--- src/rtl/asrv32_fetch.sv ---
// ASRV32 instruction-fetch stage: owns the PC, issues single-outstanding
// instruction reads and hands {inst, pc} to the decoder through a one-entry skid buffer.
module asrv32_fetch #(
   parameter logic [31:0] PC_RESET = 32'h0000_0000
) (
   input  logic        i_clk,
   input  logic        i_rst,
   output logic [31:0] o_iaddr,
   output logic        o_stb_inst,
   input  logic        i_ack_inst,
   input  logic [31:0] i_inst,
   input  logic        i_change_pc_alu,
   input  logic [31:0] i_next_pc_alu,
   input  logic        i_change_pc_wb,
   input  logic [31:0] i_next_pc_wb,
   output logic [31:0] o_inst_ifid,
   output logic [31:0] o_pc_ifid,
   output logic        o_ce,
   input  logic        i_stall,
   input  logic        i_flush
);

   logic [31:0] pc_q, pc_d;
   logic        buf_valid_q, buf_valid_d;
   logic [31:0] buf_inst_q, buf_inst_d;
   logic [31:0] buf_pc_q, buf_pc_d;
   logic [31:0] inst_ifid_q, inst_ifid_d;
   logic [31:0] pc_ifid_q, pc_ifid_d;
   logic        ce_q, ce_d;
   logic        fire;
   logic [31:0] target;

   assign o_stb_inst  = !buf_valid_q;
   assign o_iaddr     = pc_q;
   assign o_inst_ifid = inst_ifid_q;
   assign o_pc_ifid   = pc_ifid_q;
   assign o_ce        = ce_q;
   assign fire        = o_stb_inst && i_ack_inst;
   assign target      = i_change_pc_wb ? i_next_pc_wb : i_next_pc_alu;

   always_comb begin
      pc_d        = pc_q;
      buf_valid_d = buf_valid_q;
      buf_inst_d  = buf_inst_q;
      buf_pc_d    = buf_pc_q;
      inst_ifid_d = inst_ifid_q;
      pc_ifid_d   = pc_ifid_q;
      ce_d        = ce_q;
      if (i_change_pc_wb || i_change_pc_alu) begin
         pc_d        = {target[31:2], 2'b00};
         buf_valid_d = 1'b0;
         ce_d        = 1'b0;
      end else if (i_flush) begin
         // pc is left alone so the squashed address is simply fetched again
         buf_valid_d = 1'b0;
         ce_d        = 1'b0;
      end else if (i_stall) begin
         if (fire) begin
            buf_inst_d  = i_inst;
            buf_pc_d    = pc_q;
            buf_valid_d = 1'b1;
            pc_d        = pc_q + 32'd4;
         end
      end else if (buf_valid_q) begin
         inst_ifid_d = buf_inst_q;
         pc_ifid_d   = buf_pc_q;
         ce_d        = 1'b1;
         buf_valid_d = 1'b0;
      end else if (fire) begin
         inst_ifid_d = i_inst;
         pc_ifid_d   = pc_q;
         ce_d        = 1'b1;
         pc_d        = pc_q + 32'd4;
      end else begin
         ce_d = 1'b0;
      end
   end

   always_ff @(posedge i_clk or posedge i_rst) begin
      if (i_rst) begin
         pc_q        <= PC_RESET;
         buf_valid_q <= 1'b0;
         buf_inst_q  <= 32'd0;
         buf_pc_q    <= 32'd0;
         inst_ifid_q <= 32'd0;
         pc_ifid_q   <= 32'd0;
         ce_q        <= 1'b0;
      end else begin
         pc_q        <= pc_d;
         buf_valid_q <= buf_valid_d;
         buf_inst_q  <= buf_inst_d;
         buf_pc_q    <= buf_pc_d;
         inst_ifid_q <= inst_ifid_d;
         pc_ifid_q   <= pc_ifid_d;
         ce_q        <= ce_d;
      end
   end

endmodule

--- config.mk ---
export PLATFORM = sky130hd
export DESIGN_NAME = asrv32_fetch
export DESIGN_NICKNAME = d
export VERILOG_FILES = /design/src/rtl/asrv32_fetch.sv
export SDC_FILE = /design/constraint.sdc
export NUM_CORES = 1
export LEC_CHECK = 0
export ABC_CLOCK_PERIOD_IN_PS = 5400
export CORE_UTILIZATION = 38
export CTS_CLUSTER_DIAMETER = 120
export DETAILED_ROUTE_END_ITERATION = 12
export HOLD_SLACK_MARGIN = 0.1
export PLACE_DENSITY_LB_ADDON = 0.3
export SLEW_MARGIN = 20
export SYNTH_ARGS = -nofsm -noshare
export SYNTH_HDL_FRONTEND = slang
export SYNTH_SLANG_ARGS = --single-unit
export TNS_END_PERCENT = 10
--- constraint.sdc ---
create_clock -name i_clk -period 5.4 [get_ports i_clk]
set_clock_uncertainty 0.15 [all_clocks]
set_input_delay 1.35 -clock i_clk [delete_from_list [all_inputs] [get_ports i_clk]]
set_output_delay 1.35 -clock i_clk [all_outputs]
set_load 0.02 [all_outputs]
After elaboration in Yosys (flattened, before gate mapping)
Index checks and enable logic that the tools add are counted.
Widths: inputs -> output; s select.
{"block": "classes", "n_addsub": 1, "n_eq_ne": 4, "muxes": 19, "n_bitwise": 3, "reduce_logical": 7}
{"op": "$mux 32", "count": 10}
{"op": "$add 32x3->32 const B", "count": 1}
{"op": "$mux 1", "count": 9}
{"op": "$reduce_and 4->1", "count": 2}
{"op": "$ne 4x1->1 const B", "count": 1}
{"op": "$ne 3x1->1 const B", "count": 1}
{"op": "$ne 3x2->1 const B", "count": 1}
{"op": "$not 1->1", "count": 3}
{"op": "$ne 2x1->1 const B", "count": 1}
{"op": "$reduce_and 2->1", "count": 1}
{"op": "$reduce_bool 2->1", "count": 1}
{"op": "$logic_and 1x1->1", "count": 1}
{"op": "$logic_not 1->1", "count": 1}
{"op": "$logic_or 1x1->1", "count": 1}
{"block": "totals", "regBits": 162, "inputBits": 103, "output_inout_bits": 98, "elab_cells": 41}

Longest topological paths before layout
{"block": "logic_depth", "ltp_word": 7, "mapped_depth": 7, "mapped_depth_nobuf": 6}

Worst setup path before layout
No wires, ideal clock.
{"block": "synth_path", "kind": "in2reg", "start": "input i_change_pc_wb", "end": "register inst_ifid_q[0] (netlist: o_inst_ifid[0])", "arrival_time_ns": 2.626, "path_slack_ns": 2.498, "stages": 7, "n_path_buf": 3, "cell_sequence": "buf_2 > inv_2 > nand2_1 > nor4_2 > buf_2 > buf_2 > a21oi_1"}
{"block": "synth_via", "elab_chain_len": 3}
{"element": "from (decl)", "line_no": "14", "rtl": "input logic i_change_pc_wb,"}
{"element": "$logic_or 1x1->1", "line_no": "49", "rtl": "if (i_change_pc_wb || i_change_pc_alu) begin"}
{"element": "$not 1->1 (no line)"}
{"element": "$reduce_and 4->1 (no line)"}
{"element": "to (signal assigned)", "line_no": "93", "rtl": "inst_ifid_q <= inst_ifid_d;"}
{"element": "to (decl)", "line_no": "27", "rtl": "logic [31:0] inst_ifid_q, inst_ifid_d;"}
Every way passes these cells.
A chain may end at the register's enable or synchronous reset.

Final worst setup path
{"block": "layout_path", "start": "input i_change_pc_wb", "end": "register pc_ifid_q[24] (netlist: o_pc_ifid[24])"}
{"block": "layout_via", "elab_chain_len": 3}
{"element": "$logic_or 1x1->1", "line_no": "49"}
{"element": "$not 1->1 (no line)"}
{"element": "$reduce_and 4->1 (no line)"}
{"element": "to (signal assigned)", "line_no": "94", "rtl": "pc_ifid_q <= pc_ifid_d;"}
{"element": "to (decl)", "line_no": "28", "rtl": "logic [31:0] pc_ifid_q, pc_ifid_d;"}
Every way passes these cells.

==> impl_metrics.env <==
export IMPL_cts_setup_buffers=0
export IMPL_p_leak_nw=3.975
export IMPL_wl_per_cell_um=16.91
export IMPL_die_x_um=140.3
export IMPL_worst_path_max_fanout=92
export IMPL_rsz0062_at_grt="no"
export IMPL_critPathKind="in -> reg"
export IMPL_setup_violations=0
export IMPL_netlist_instances=655
export IMPL_crit_start="i_change_pc_wb"
export IMPL_status="completed"
export IMPL_seqPwrFrac_pct=42.7
export IMPL_endpoint_kind="flip-flop"
export IMPL_cts_sinks=156
export IMPL_core_sq_um=18710
export IMPL_synth_area_top_cells="dfrtp_1, mux2_2, mux2i_1, a21oi_1, nor2_1"
export IMPL_reg2reg_depth=5
export IMPL_fp_row_count=50
export IMPL_drtPass1Iterations=4
export IMPL_cts_tree="done"
export IMPL_vias=5597
export IMPL_clk_pin_slew_worst_paths_ns=0.07
export IMPL_max_stage_delay_ns=0.78
export IMPL_period_minus_slack_ns=3.692
export IMPL_max_vdd_ir_drop_mv=0.2164
export IMPL_cts_inserted_buffers=17
export IMPL_grt_pass1_vias=5574
export IMPL_drv_slew=0
export IMPL_rr_endpoint="o_iaddr[17]$_DFFE_PP0P_"
export IMPL_swShare_pct=29.80
export IMPL_yosys_warnings=0
export IMPL_syn_avg_cell_area_sq_um=11.10
export IMPL_critical_path_buf_inv_count=3
export IMPL_place_hpwl_um=12480
export IMPL_cts_root_buf="clkbuf_16"
export IMPL_viasPerCell=5.187
export IMPL_hold_class="reg -> reg"
export IMPL_synthToLayoutAreaGrowth_pct=37.84
export IMPL_post_route_drc_count=0
export IMPL_finalCritPeriodShare_pct=68.37
export IMPL_tightestPinTransition_ns=0.9031
export IMPL_cp_required_ns=5.59
export IMPL_cp_depth=7
export IMPL_grt_pass1_wl_um=29860
export IMPL_ys_top_cells_by_count="dfrtp_1, a21oi_1, nor2_1, mux2i_1, mux2_2"
export IMPL_synth_largest_area_cell="dfrtp_1"
export IMPL_switchingPower_w=0.001108
export IMPL_gp_congestion=0.8395
export IMPL_syn_area_sq_um=7272
export IMPL_die_area_sq_um=19690
export IMPL_yosysMostFrequentCell="dfrtp_1"
export IMPL_grt_max_degree=93
export IMPL_top_level_ports=201
export IMPL_cts_hold_buf=0
export IMPL_synthArstFlopShare_pct=100.0
export IMPL_fmax_mhz=270.8
export IMPL_endpoint="o_pc_ifid[24]$_DFFE_PP0P_"
export IMPL_r2r_start="buf_valid_q$_DFFE_PP0P_"
export IMPL_ant_nets=0
export IMPL_grtUsageTotal_pct=19.46
export IMPL_drive_above_1_share_pct=13.49
export IMPL_startpoint_type="input pin"
export IMPL_post_cts_resized=0
export IMPL_wl_um=18250
export IMPL_clockPowerShare_pct=32.1
export IMPL_crit_path_top_delay_cell="clkdlybuf4s50_1"
export IMPL_pwr_density_cell_nw_per_um2=371.0
export IMPL_diodes=0
export IMPL_synth_top_flop_cell="dfrtp_1"
export IMPL_path_delay_family="buffers and inverters"
export IMPL_tns_ns=0
export IMPL_synth_edf_count=0
export IMPL_p_comb_share_pct=25.2
export IMPL_overflow=0
export IMPL_antenna_found_initial=2
export IMPL_io_buffers=192
export IMPL_clk_latency_ns=0.42
export IMPL_synth_cell_types=47
export IMPL_power_total_w=0.003719
export IMPL_ys_seq_area_share_pct=53.68
export IMPL_synth_seq_cells=156
export IMPL_crit_chain="clkdlybuf4s50_1, inv_2, nand2_1, nor4_4, buf_12, nor2_1, a21oi_1"
export IMPL_layout_nets=936
export IMPL_maxCapViolations=0
export IMPL_die_y_um=140.3
export IMPL_initial_core_util_pct=38.88
export IMPL_crit_arrival_ns=3.89
export IMPL_cts_max_level=4
export IMPL_hold_violations=0
export IMPL_cts_buffer_depth=2
export IMPL_intPower_w=0.002611
export IMPL_timing_reg2reg_setup_slack_ns=2.88
export IMPL_timing_slew_headroom_pct=39.79
export IMPL_first_iter_violations=239
export IMPL_netlist_area_leader_share_pct=53.68
[worst min path at each step]
| stage | from | to | slack [ns] | cells after the start |
|---|---|---|---|---|
| 6_report | buf_inst_q[23]$_DFFE_PP0P_ | buf_inst_q[23]$_DFFE_PP0P_ | 0.35 | 1 |
| 5_1_grt | buf_inst_q[26]$_DFFE_PP0P_ | buf_inst_q[26]$_DFFE_PP0P_ | 0.36 | 1 |
| 4_1_cts | buf_inst_q[3]$_DFFE_PP0P_ | buf_inst_q[3]$_DFFE_PP0P_ | 0.36 | 1 |
| 3_5_place_dp | buf_inst_q[26]$_DFFE_PP0P_ | buf_inst_q[26]$_DFFE_PP0P_ | 0.34 | 1 |
| 3_3_place_gp | buf_pc_q[18]$_DFFE_PP0P_ | buf_pc_q[18]$_DFFE_PP0P_ | 0.34 | 1 |
| 2_1_floorplan | buf_inst_q[0]$_DFFE_PP0P_ | buf_inst_q[0]$_DFFE_PP0P_ | 0.33 | 1 |
[cells by family after synthesis]
logic type      after synthesis  synth area share (%)
compound gates              133                 10.43
flops                       156                 53.68
other cells                   1               0.05157
buf+inv                      52                 3.149
xor+xnor                     22                 2.650
mux                         129                 18.82
simple gates                161                 11.05
fa+ha+maj                     1                0.1720
[worst reg2reg max path: cells and delay by family, from the launching register on]
kind / cells / cell delay [ns]
flops: 1 / 0.62
simple gates: 5 / 1.68
[final cells by class]
class / count / area [sq um]
Fill cell: 1694 / 8682
Sequential cell: 156 / 3908
Multi-Input combinational cell: 450 / 3174
Timing Repair Buffer: 203 / 2042
Clock buffer: 18 / 429.2
Tap cell: 234 / 292.8
Clock inverter: 14 / 158.9
Inverter: 4 / 18.77
[power groups by stage]
stage               registers (W)  clock network, W  logic (W)
finish                    0.00159           0.00120   0.000937
global route              0.00162           0.00128    0.00101
CTS                       0.00159           0.00123   0.000949
detailed placement        0.00161                 0   0.000944
global placement          0.00160                 0   0.000931
floorplan                 0.00175                 0   0.000338
[per-layer routing]
metal | global-route usage [%] | wire length [um] | vias up
met5 | 0 | 32 | -
met4 | 5.552 | 173 | 4
met3 | 5.983 | 1453 | 17
met2 | 31.63 | 8606 | 174
met1 | 24.97 | 7984 | 2698
li1 | - | - | 2704
[placed cells by master, fill, tap and decap left out, drive strengths merged, types with 14 or more instances in the layout]
master,count
clkdlybuf4s50,192
dfrtp,156
a21oi,89
nor2,72
mux2i,67
mux2,62
nand4,19
clkbuf,18
xor2,17
nand2,17
nand3,14
[through the flow]
step	area, sq um	setup WS [ns]	instances	util (%)	hold slack [ns]
after global routing	10020	1.486	1079	53.59	0.3610
after CTS	10020	1.771	1079	53.59	0.3579
after floorplan	7287	1.927	658	-	0.3292
final	10020	1.708	1079	53.59	0.3527
after global placement	9435	1.347	1047	50.44	0.3363
after detailed placement	9435	1.314	1047	50.44	0.3430
[registers in the layout, summed over array words and instances (netlist names)]
signal and count:
o_pc_ifid 30, o_inst_ifid 32, o_ce 1, buf_inst_q 32, buf_pc_q 30, o_iaddr 30, buf_valid_q 1
Note: power is estimated with default switching activity, not from simulation.
